File: src/rtl/muldiv_sequencer.sv
// Purpose : iterative RV32M multiply/divide unit beside the EX-stage ALU; one radix-2
//           shift-add (mul) or restoring shift-subtract (div) step per cycle.
// Latency : fixed XLEN+3 cycles from accepted start to the done pulse (35 for XLEN=32),
//           identical for every op and every special case.
// Backpressure: stall_o holds IF/ID/EX while an op is in flight. It drops in the DONE
//           cycle so EX advances and captures result_o. A start is only accepted in IDLE or DONE.
//
// Ports:
//   clk_i      clock; all state updates on the rising edge
//   reset_i    synchronous, active-high reset
//   start_i    request pulse from EX (valid M-type instruction)
//   op_i       func3: mul, mulh, mulhsu, mulhu, div, divu, rem, remu
//   rs1_i      operand A (multiplicand / dividend)
//   rs2_i      operand B (multiplier / divisor)
//   flush_i    squash of EX; aborts the current op without a done pulse
//   busy_o     high in any state other than IDLE (registered)
//   stall_o    pipeline freeze (combinational from start_i and state)
//   done_o     one-cycle result-valid pulse (registered)
//   result_o   final value, held until the next op completes
module muldiv_sequencer #(
  parameter int XLEN = 32
) (
  input  logic            clk_i,
  input  logic            reset_i,
  input  logic            start_i,
  input  logic [2:0]      op_i,
  input  logic [XLEN-1:0] rs1_i,
  input  logic [XLEN-1:0] rs2_i,
  input  logic            flush_i,
  output logic            busy_o,
  output logic            stall_o,
  output logic            done_o,
  output logic [XLEN-1:0] result_o
);

  localparam int              CW       = (XLEN > 1) ? $clog2(XLEN) : 1;
  localparam logic [CW-1:0]   CNT_LAST = CW'(XLEN - 1);
  localparam logic [XLEN-1:0] MIN_NEG  = {1'b1, {(XLEN-1){1'b0}}};

  typedef enum logic [2:0] {
    S_IDLE = 3'd0,
    S_PREP = 3'd1,
    S_CALC = 3'd2,
    S_FIX  = 3'd3,
    S_DONE = 3'd4
  } state_e;

  state_e            state_q, state_d;
  logic [CW-1:0]     cnt_q, cnt_d;
  logic [2:0]        op_q, op_d;
  logic [XLEN-1:0]   a_q, a_d;          // latched rs1 (also the rem-by-zero result)
  logic [XLEN-1:0]   b_q, b_d;          // latched rs2
  logic [XLEN-1:0]   m_q, m_d;          // |multiplicand| or |divisor|
  logic [2*XLEN-1:0] w_q, w_d;          // hi:lo product, or remainder:quotient
  logic              neg_q, neg_d;      // negate the final value
  logic              dz_q, dz_d;        // divide by zero
  logic              ovf_q, ovf_d;      // signed overflow (MIN / -1)
  logic [XLEN-1:0]   result_q, result_d;
  logic              busy_q, busy_d;
  logic              done_q, done_d;

  logic              accept;

  // ---------------------------------------------------------------------------
  // Op decode (from the latched op, valid from PREP onwards)
  // ---------------------------------------------------------------------------
  logic            is_div, is_rem, sgn_a, sgn_b, neg_a, neg_b;
  logic [XLEN-1:0] abs_a, abs_b;

  assign is_div = op_q[2];
  assign is_rem = op_q[2] & op_q[1];
  // rs1 is signed for mulh, mulhsu, div, rem; rs2 for mulh, div, rem.
  assign sgn_a  = (op_q == 3'b001) | (op_q == 3'b010) | (op_q[2] & ~op_q[0]);
  assign sgn_b  = (op_q == 3'b001) | (op_q[2] & ~op_q[0]);
  assign neg_a  = sgn_a & a_q[XLEN-1];
  assign neg_b  = sgn_b & b_q[XLEN-1];
  assign abs_a  = neg_a ? -a_q : a_q;
  assign abs_b  = neg_b ? -b_q : b_q;

  // ---------------------------------------------------------------------------
  // FSM: state register
  // ---------------------------------------------------------------------------
  always_ff @(posedge clk_i) begin
    if (reset_i) begin
      state_q <= S_IDLE;
    end else begin
      state_q <= state_d;
    end
  end

  // ---------------------------------------------------------------------------
  // FSM: next state, accept strobe and stall
  // ---------------------------------------------------------------------------
  always_comb begin
    state_d = state_q;
    accept  = 1'b0;
    stall_o = 1'b0;
    case (state_q)
      S_IDLE: begin
        stall_o = start_i;
        if (start_i) begin
          state_d = S_PREP;
          accept  = 1'b1;
        end
      end
      S_PREP: begin
        stall_o = 1'b1;
        state_d = S_CALC;
      end
      S_CALC: begin
        stall_o = 1'b1;
        if (cnt_q == CNT_LAST) begin
          state_d = S_FIX;
        end
      end
      S_FIX: begin
        stall_o = 1'b1;
        state_d = S_DONE;
      end
      S_DONE: begin
        // Back-to-back: a start here is taken immediately.
        stall_o = start_i;
        if (start_i) begin
          state_d = S_PREP;
          accept  = 1'b1;
        end else begin
          state_d = S_IDLE;
        end
      end
      default: begin
        state_d = S_IDLE;
      end
    endcase
    // flush beats start; stall stays a pure function of start and state.
    if (flush_i) begin
      state_d = S_IDLE;
      accept  = 1'b0;
    end
  end

  // ---------------------------------------------------------------------------
  // Datapath step logic
  // ---------------------------------------------------------------------------
  logic [XLEN:0]     mul_sum;    // upper half plus multiplicand, with carry
  logic [2*XLEN:0]   shifted;    // remainder:quotient shifted left one bit
  logic [XLEN:0]     diff;       // trial subtract; diff[XLEN] is the borrow
  logic [2*XLEN-1:0] prod_fix;   // signed-corrected full product
  logic [XLEN-1:0]   div_word;
  logic [XLEN-1:0]   div_fix;
  logic [XLEN-1:0]   fix_val;

  // Final-value selection used in FIX.
  always_comb begin
    prod_fix = neg_q ? -w_q : w_q;
    div_word = is_rem ? w_q[2*XLEN-1:XLEN] : w_q[XLEN-1:0];
    div_fix  = neg_q ? -div_word : div_word;
    if (is_div) begin
      fix_val = div_fix;
    end else if (op_q[1:0] == 2'b00) begin
      fix_val = prod_fix[XLEN-1:0];
    end else begin
      fix_val = prod_fix[2*XLEN-1:XLEN];
    end
    // Special cases override whatever the iteration produced.
    if (dz_q) begin
      fix_val = is_rem ? a_q : {XLEN{1'b1}};
    end else if (ovf_q) begin
      fix_val = is_rem ? {XLEN{1'b0}} : MIN_NEG;
    end
  end

  always_comb begin
    op_d     = op_q;
    a_d      = a_q;
    b_d      = b_q;
    m_d      = m_q;
    w_d      = w_q;
    cnt_d    = cnt_q;
    neg_d    = neg_q;
    dz_d     = dz_q;
    ovf_d    = ovf_q;
    result_d = result_q;
    mul_sum  = '0;
    shifted  = '0;
    diff     = '0;

    if (accept) begin
      op_d = op_i;
      a_d  = rs1_i;
      b_d  = rs2_i;
    end

    case (state_q)
      S_PREP: begin
        // Iterate on magnitudes; the sign is restored in FIX.
        if (is_div) begin
          w_d = {{XLEN{1'b0}}, abs_a};
          m_d = abs_b;
        end else begin
          w_d = {{XLEN{1'b0}}, abs_b};
          m_d = abs_a;
        end
        // Remainder takes the dividend's sign; products and quotients take the xor.
        neg_d = is_rem ? neg_a : (neg_a ^ neg_b);
        dz_d  = is_div & (b_q == {XLEN{1'b0}});
        ovf_d = is_div & ~op_q[0] & (a_q == MIN_NEG) & (b_q == {XLEN{1'b1}});
        cnt_d = '0;
      end
      S_CALC: begin
        if (!is_div) begin
          // Shift-add: the multiplier is consumed from the low half as the
          // product grows into it from the top.
          mul_sum = w_q[0] ? ({1'b0, w_q[2*XLEN-1:XLEN]} + {1'b0, m_q})
                           : {1'b0, w_q[2*XLEN-1:XLEN]};
          w_d     = {mul_sum, w_q[XLEN-1:1]};
        end else begin
          // Restoring divide: keep the subtraction only when it did not borrow.
          shifted = {w_q, 1'b0};
          diff    = shifted[2*XLEN:XLEN] - {1'b0, m_q};
          if (!diff[XLEN]) begin
            w_d = {diff[XLEN-1:0], shifted[XLEN-1:1], 1'b1};
          end else begin
            w_d = shifted[2*XLEN-1:0];
          end
        end
        cnt_d = cnt_q + CW'(1);
      end
      S_FIX: begin
        // A flush here aborts without touching the visible result.
        if (!flush_i) begin
          result_d = fix_val;
        end
      end
      default: begin
      end
    endcase

    busy_d = (state_d != S_IDLE);
    done_d = (state_d == S_DONE);
  end

  // ---------------------------------------------------------------------------
  // Datapath and output registers
  // ---------------------------------------------------------------------------
  always_ff @(posedge clk_i) begin
    if (reset_i) begin
      op_q     <= '0;
      a_q      <= '0;
      b_q      <= '0;
      m_q      <= '0;
      w_q      <= '0;
      cnt_q    <= '0;
      neg_q    <= 1'b0;
      dz_q     <= 1'b0;
      ovf_q    <= 1'b0;
      result_q <= '0;
      busy_q   <= 1'b0;
      done_q   <= 1'b0;
    end else begin
      op_q     <= op_d;
      a_q      <= a_d;
      b_q      <= b_d;
      m_q      <= m_d;
      w_q      <= w_d;
      cnt_q    <= cnt_d;
      neg_q    <= neg_d;
      dz_q     <= dz_d;
      ovf_q    <= ovf_d;
      result_q <= result_d;
      busy_q   <= busy_d;
      done_q   <= done_d;
    end
  end

  assign busy_o   = busy_q;
  assign done_o   = done_q;
  assign result_o = result_q;

endmodule

File: config.mk
export PLATFORM = sky130hd
export DESIGN_NAME = muldiv_sequencer
export DESIGN_NICKNAME = d
export VERILOG_FILES = /design/src/rtl/muldiv_sequencer.sv
export SDC_FILE = /design/constraint.sdc
export NUM_CORES = 1
export LEC_CHECK = 0
export ABC_AREA = 1
export ABC_CLOCK_PERIOD_IN_PS = 2500
export CORE_MARGIN = 2
export CORE_UTILIZATION = 57
export DETAILED_ROUTE_END_ITERATION = 6
export PLACE_DENSITY = 0.8
export SLEW_MARGIN = 20
export SYNTH_ARGS = -nofsm -noshare
export SYNTH_HDL_FRONTEND = slang
export SYNTH_SLANG_ARGS = --single-unit
export TNS_END_PERCENT = 1
File: constraint.sdc
create_clock -name clk_i -period 2.5 [get_ports clk_i]
set_input_delay 0.5 -clock clk_i [delete_from_list [all_inputs] [get_ports clk_i]]
set_output_delay 0.5 -clock clk_i [all_outputs]
set_load 0.03 [all_outputs]
==> metrics.txt, run 1 <==
sequential-to-total area share from yosys stat=0.1982; Net Count, Synth=3,934; number of synthesized flops with an enable pin=0; Initial DRT Pass Iterations=7; Register-to-Register Setup Slack=-0.007 ns; clock sinks=208; largest cells by area after synthesis=nand2_1 20%, dfxtp_1 20%, nand3_1 9.5%, inv_1 8.1%, a21oi_1 7.5%; Total GRT Usage=0.4929; synth warn=0; Clock Skews=0.04253 ns; area of the core=36,430 sq um; Max Root-Sink Buffers=3; worst min-delay path category=register to register; worst-path fanout max=3; Cell Area, Synth=21,010 sq um; final hold violations=0; Peak VDD IR=544.1 uV; ANT cells=0; top-area cell type share of the netlist area=0.2044; Worst-path clk slew=0.06 ns; GP Congestion=1.101; Post-Place Cells=4,508; Yosys cell types=51; first-pass GRT wire length=145,300 microns; drt wl/cell=21.65 microns; CP endpoint kind=register; Mean Syn Cell Area=5.544 sq um; Yosys top cell by area=nand2_1; P&R area growth vs syn=22.89%; setup_tns=-0.006837 ns; final worst slack=-0.006837 ns; antenna viol nets, final=0; worst stage delay on the critical path=0.38 ns; TritonCTS clock tree=yes; fin. max-slew vios=0; worst skew pair latency=0.57 ns; Worst-Margin Slew=0.6796 ns; crit path DAT=2.92 ns; critical path's top delay family=simple AND/OR/NAND/NOR gates; post-DP HPWL=76,890 microns; I/O pin count=106; initial antenna violation count=3; post-synthesis register bit count=208; post-route insts no fill=4,555; Fmax=0.3989 GHz; worst r2r path cells=17; commonest non-fill, non-tap cell in the layout=nand2_1; number of global-route vias before repair=24,773; die area=38,410 sq um; DR vias=27,990; Worst R2R End=w_q[63]; via/cell ratio=6.145; die width=196.0 microns; slowest stage cell, crit path=dfxtp_1; ys flop type=dfxtp_1; CTS H-tree depth=1; Max Cap Violations=0; most frequent cells in the layout=1,129 x nand2_1, 447 x inv_1, 382 x nand3_1; DRT iter0 DRCs=4,542; final net count=4,216; # setup viols final=1; violated checks=design-rule violations, negative setup slack; worst hold path depth=1; Root Driver=clkbuf_16; synthesized instance count=3,790; CTS Buf Count=24; Crit Path Class=register to register; Placed Instance Area=24,480 sq um; final core utilization=0.7086; critical-path cell list=inv_1 -> ha_1 -> buf_4 -> nand2_1 -> nor2_1 -> inv_1 -> buf_4 -> nor2_1 -> nand2_1 -> nand2_1 -> nand2_1 -> nand2_1 -> nand2_1 -> nand3_1 -> nand3_1 -> nand2_1 -> a21oi_1; asr flop ratio synth=0; Final Instance Area=25,820 sq um; crit path time final=2.507 ns; Reg-to-Reg Start=m_q[7]; GR Overflow Total=0; largest net degree at the start of global routing=97; worst rel slew slack=0.5469; min-delay src=cnt_q[3]; layout cell share with drive strength beyond 1=0.1378; Worst Hold Margin=0.4767 ns; port bufs=105; initial core utilization=0.5766; leakage=12.72 nW; # rows=70; Worst Hold End=cnt_q[3]; WL final=98,610 microns; status=complete, but fails checks; RSZ-0062 raised after global routing=yes; DRC=49; critical path buffer and inverter count=4; Die Y=196.0 microns; worst path required time=2.91 ns; Period Utilization, post-route=1.003; most frequent CP cell=nand2_1; crit start category=register; Pwr Density=481.2 nW/um^2
==> worst max-delay path by stage <==
stage | from | end | slack (ns) | depth (start not counted)
floorplan | w_q[31] | w_q[40] | 0.06 | 18
global placement | w_q[31] | w_q[57] | -0.06 | 19
detailed placement | w_q[31] | w_q[63] | -0.12 | 19
CTS | w_q[31] | w_q[52] | 0.01 | 19
global route | m_q[15] | w_q[46] | -0.16 | 18
finish | m_q[7] | w_q[63] | -0.007 | 17
==> Yosys cell counts, types with 5 or more instances <==
master and count:
a21oi_1 315, nor2_4 6, dfxtp_1 208, nand3b_1 14, o211ai_1 64, xor2_1 54, nand2_2 13, nand4_1 46
o21ai_2 21, buf_2 21, nand3_1 398, o21ai_0 260, nor2_2 12, buf_6 9, or2_2 12, clkbuf_1 121
nor3_1 29, nor2_1 364, o21ai_1 16, o21bai_1 10, o22ai_1 8, nand2_4 5, nor4_1 5, buf_1 17
a31oi_1 32, a221oi_1 6, xnor2_1 11, nand2_1 1144, ha_1 71, inv_1 452
==> worst reg2reg max path, stage by stage (launching register included) <==
cell,delay [ns]
dfxtp_1,0.38
inv_1,0.07
ha_1,0.34
buf_4,0.14
nand2_1,0.08
nor2_1,0.18
inv_1,0.09
buf_4,0.14
nor2_1,0.15
nand2_1,0.07
nand2_1,0.17
nand2_1,0.10
nand2_1,0.09
nand2_1,0.05
nand3_1,0.09
nand3_1,0.08
nand2_1,0.08
a21oi_1,0.06
==> logic make-up (layout without fill, tap and decap cells) <==
| group | count (synthesis) | count (layout) | synth area share |
|---|---|---|---|
| adder cells (fa/ha/maj) | 73 | 73 | 0.04419 |
| XOR/XNOR | 65 | 65 | 0.02710 |
| flip-flops | 208 | 208 | 0.1982 |
| AO/OA/AOI/OAI | 748 | 748 | 0.1965 |
| AND/OR/NAND/NOR | 2064 | 2067 | 0.4144 |
| buffers and inverters | 632 | 926 | 0.1196 |
==> area by class of cell <==
class                           count  area (sq um)
Clock buffer                       29         670.6
Clock inverter                     12         110.1
Fill cell                        3294         10620
Inverter                          458          1728
Multi-Input combinational cell   2953         14810
Sequential cell                   208          4187
Tap cell                          468         585.6
Timing Repair Buffer              427          3731
==> power by group <==
part | leakage, nW | total, W | switching, W | internal, W
registers | 1.70 | 0.00361 | 0.000174 | 0.00344
logic | 10.6 | 0.00520 | 0.00341 | 0.00179
clock network | 0.386 | 0.00361 | 0.00158 | 0.00202
==> layer usage <==
metal  GRT usage  vias up  routed length (microns)
li1            -    12923                        -
met1      0.6478    12378                    36910
met2      0.7106     2235                    38770
met3      0.1527      450                    15890
met4      0.2842        4                     7018
met5           0        -                       27
==> state kept, by name, summed over array words and instances (netlist names) <==
register / count
w_q: 64
a_q: 32
b_q: 32
m_q: 32
result_o: 32
cnt_q: 5
op_q: 3
state_q: 3
busy_o: 1
done_o: 1
dz_q: 1
neg_q: 1
ovf_q: 1
==> stage by stage <==
step / power [W] / setup slack, ns
detailed placement: 0.008320 / -0.1231
finish: 0.01242 / -0.006837
floorplan: 0.006527 / 0.06071
global placement: 0.008284 / -0.06412
CTS: 0.01197 / 0.01481
global route: 0.01287 / -0.1560
==> repair_timing <==
action                     in CTS  in global routing
resized for setup              10                131
setup buffers                   2                  0
pin swaps                       2                  7
gates cloned                    2                  2
hold buffers                    0                  0
setup endpoints to repair      30                 81
No activity file was read; power rests on OpenSTA's default activity.
==> inputs of run 2 (changes only) <==
Settings changed: CTS_CLUSTER_DIAMETER set to 50.
==> run 2 against run 1 <==
  * The run still ends with design-rule violations, negative setup slack left
  * Sequential share of layout area fell by 0.17 points
  * Sequential power barely moved
  * Critical endpoint unchanged
  * Clock power rose by 17%
  * Die area did not move
  * Cell count rose by 0.24%
==> metrics.txt, run 2 (same netlist as run 1, synthesis figures left out) <==
status=complete, but fails checks; violated checks=design-rule violations, negative setup slack; Root Driver=clkbuf_16; Die Y=196.0 microns (unchanged); most frequent CP cell=nand2_1; Final Instance Area=26,090 sq um (+1.1%); Max Root-Sink Buffers=3 (unchanged); clock power share=0.324 (+0.034); Peak VDD IR=610.6 uV (+12%); worst path required time=2.93 ns (+0.02 ns); CP endpoint kind=register; Fmax=0.3951 GHz (-0.94%); Total GRT Usage=0.4931 (about the same); # setup viols final=4 (+3); die area=38,410 sq um (unchanged); hold-fix buffers at CTS=0 (unchanged); critical path's top delay family=simple AND/OR/NAND/NOR gates; crit path DAT=2.96 ns (+0.04 ns); antenna viol nets, final=0 (unchanged); fin. max-slew vios=0 (unchanged); final net count=4,221 (+0.12%); initial antenna violation count=1 (-2); Worst-Margin Slew=0.7207 ns (+0.04104 ns); Layout fillers=3,209 (-2.6%); slowest stage cell, crit path=dfxtp_1; worst-path fanout max=3 (unchanged); Initial DRT Pass Iterations=7 (unchanged); Worst-path clk slew=0.07 ns (about the same); number of global-route vias before repair=24,683 (-0.36%); Comb power frac=0.399 (-0.020); M1 WL=37,450 microns (+1.5%); P&R area growth vs syn=24.18%; Pwr Density=499.1 nW/um^2 (+3.7%); setup_tns=-0.06670 ns (-0.05986 ns); commonest non-fill, non-tap cell in the layout=nand2_1; crit start category=register; final worst slack=-0.03073 ns (-0.02389 ns); Sw Share=0.4087 (-0.007423); CTS Buf Count=27 (+13%); worst min-delay path category=register to register; Int Power=0.007699 W (+6.1%); I/O pin count=106 (unchanged); GP Congestion=1.101 (unchanged); crit path from=m_q[7]; ANT cells=0 (unchanged); clock sinks=208 (unchanged); worst skew pair latency=0.57 ns (about the same); port bufs=105 (unchanged); sequential share of power=0.277 (-0.014); worst stage delay on the critical path=0.38 ns (about the same); met3 routed WL=15,460 microns (-2.7%); TritonCTS clock tree=yes; most frequent cells in the layout=1,127 x nand2_1, 444 x inv_1, 384 x nand3_1; DR vias=28,030 (+0.14%); RSZ-0062 raised after global routing=yes; Reg-to-Reg Start=m_q[7]; Switch Pwr=0.005321 W (+2.9%); Placed Instance Area=24,480 sq um (unchanged); GR Overflow Total=0 (unchanged); drt wl/cell=21.59 microns (-0.29%); first-pass GRT wire length=145,400 microns (+0.11%); Max Cap Violations=0 (unchanged); initial core utilization=0.5766 (unchanged); DRC=23 (-53%); met2 wire len=38,830 microns (+0.14%); WL final=98,570 microns (about the same); crit path time final=2.531 ns (+0.02389 ns); largest net degree at the start of global routing=97 (unchanged); CTS H-tree depth=1 (unchanged); via/cell ratio=6.139 (about the same); highest routed layer=met4; min-delay src=cnt_q[3]; die width=196.0 microns (unchanged); DRT iter0 DRCs=4,425 (-2.6%); critical-path cell list=inv_1 -> ha_1 -> buf_4 -> nand2_1 -> nor2_1 -> inv_1 -> buf_4 -> nor2_1 -> nand2_1 -> nand2_1 -> nand2_1 -> nand2_1 -> nand2_1 -> nand3_1 -> nand3_1 -> nand2_1 -> a21oi_2; # rows=70 (unchanged); layout cell share with drive strength beyond 1=0.1425 (+0.004755); critical path buffer and inverter count=4 (unchanged); leakage=12.78 nW (+0.42%); worst rel slew slack=0.5195 (-0.02736); area of the core=36,430 sq um (unchanged); Period Utilization, post-route=1.012 (+0.009556); Clock Skews=0.008996 ns (-0.03353 ns); post-DP HPWL=76,890 microns (unchanged); Largest register FFs=64 (unchanged); largest register by flop count=w_q; final hold violations=0 (unchanged); Crit Path Class=register to register
-- run 2: path summary, 6_finish.rpt --
path	endpoint	slack, ns	depth (start not counted)
max reg2reg	w_q[63]	-0.03	17
min reg2reg	cnt_q[3]	0.47	1
min	cnt_q[3]	0.47	1
max	w_q[63]	-0.03	17
-- run 2: stage by stage --
stage,hold WS (ns),std cells,power (W),util,worst slack (ns)
2_1_floorplan,0.4364,3790,0.006527,-,0.06071
3_3_place_gp,0.4522,4508,0.008284,0.6718,-0.06412
3_5_place_dp,0.4572,4508,0.008320,0.6718,-0.1231
4_1_cts,0.4707,4560,0.01252,0.7000,0.02343
5_1_grt,0.4804,4566,0.01347,0.7161,-0.1166
6_report,0.4745,4566,0.01302,0.7161,-0.03073
-- run 2: timing repair --
action,CTS,global route
cloned,2,1
endpoints found under the setup margin,30,74
buffers inserted,0,5
gates resized for setup,9,148
pin swaps,1,8
-- run 2: area by class of cell --
class	instances	area, sq um	area share
timing repair buffer	430	3745	0.1435
multi-input combinational	2952	14870	0.5700
clock buffer	35	755.7	0.02897
sequential	208	4187	0.1605
tap	468	585.6	0.02244
clock inverter	15	212.7	0.008153
inverter	458	1734	0.06647
-- run 2: power by group through the flow --
stage          sequential (W)  combinational, W  clock [W]
2_1_floorplan         0.00361           0.00292          0
3_3_place_gp          0.00366           0.00463          0
3_5_place_dp          0.00366           0.00466          0
4_1_cts               0.00359           0.00476    0.00417
5_1_grt               0.00361           0.00554    0.00432
6_report              0.00361           0.00520    0.00421
-- run 2: routing by layer --
metal	vias up	GRT usage
met5	-	0
li1	12941	-
met2	2127	0.7059
met3	402	0.1477
met4	0	0.2772
met1	12560	0.6578
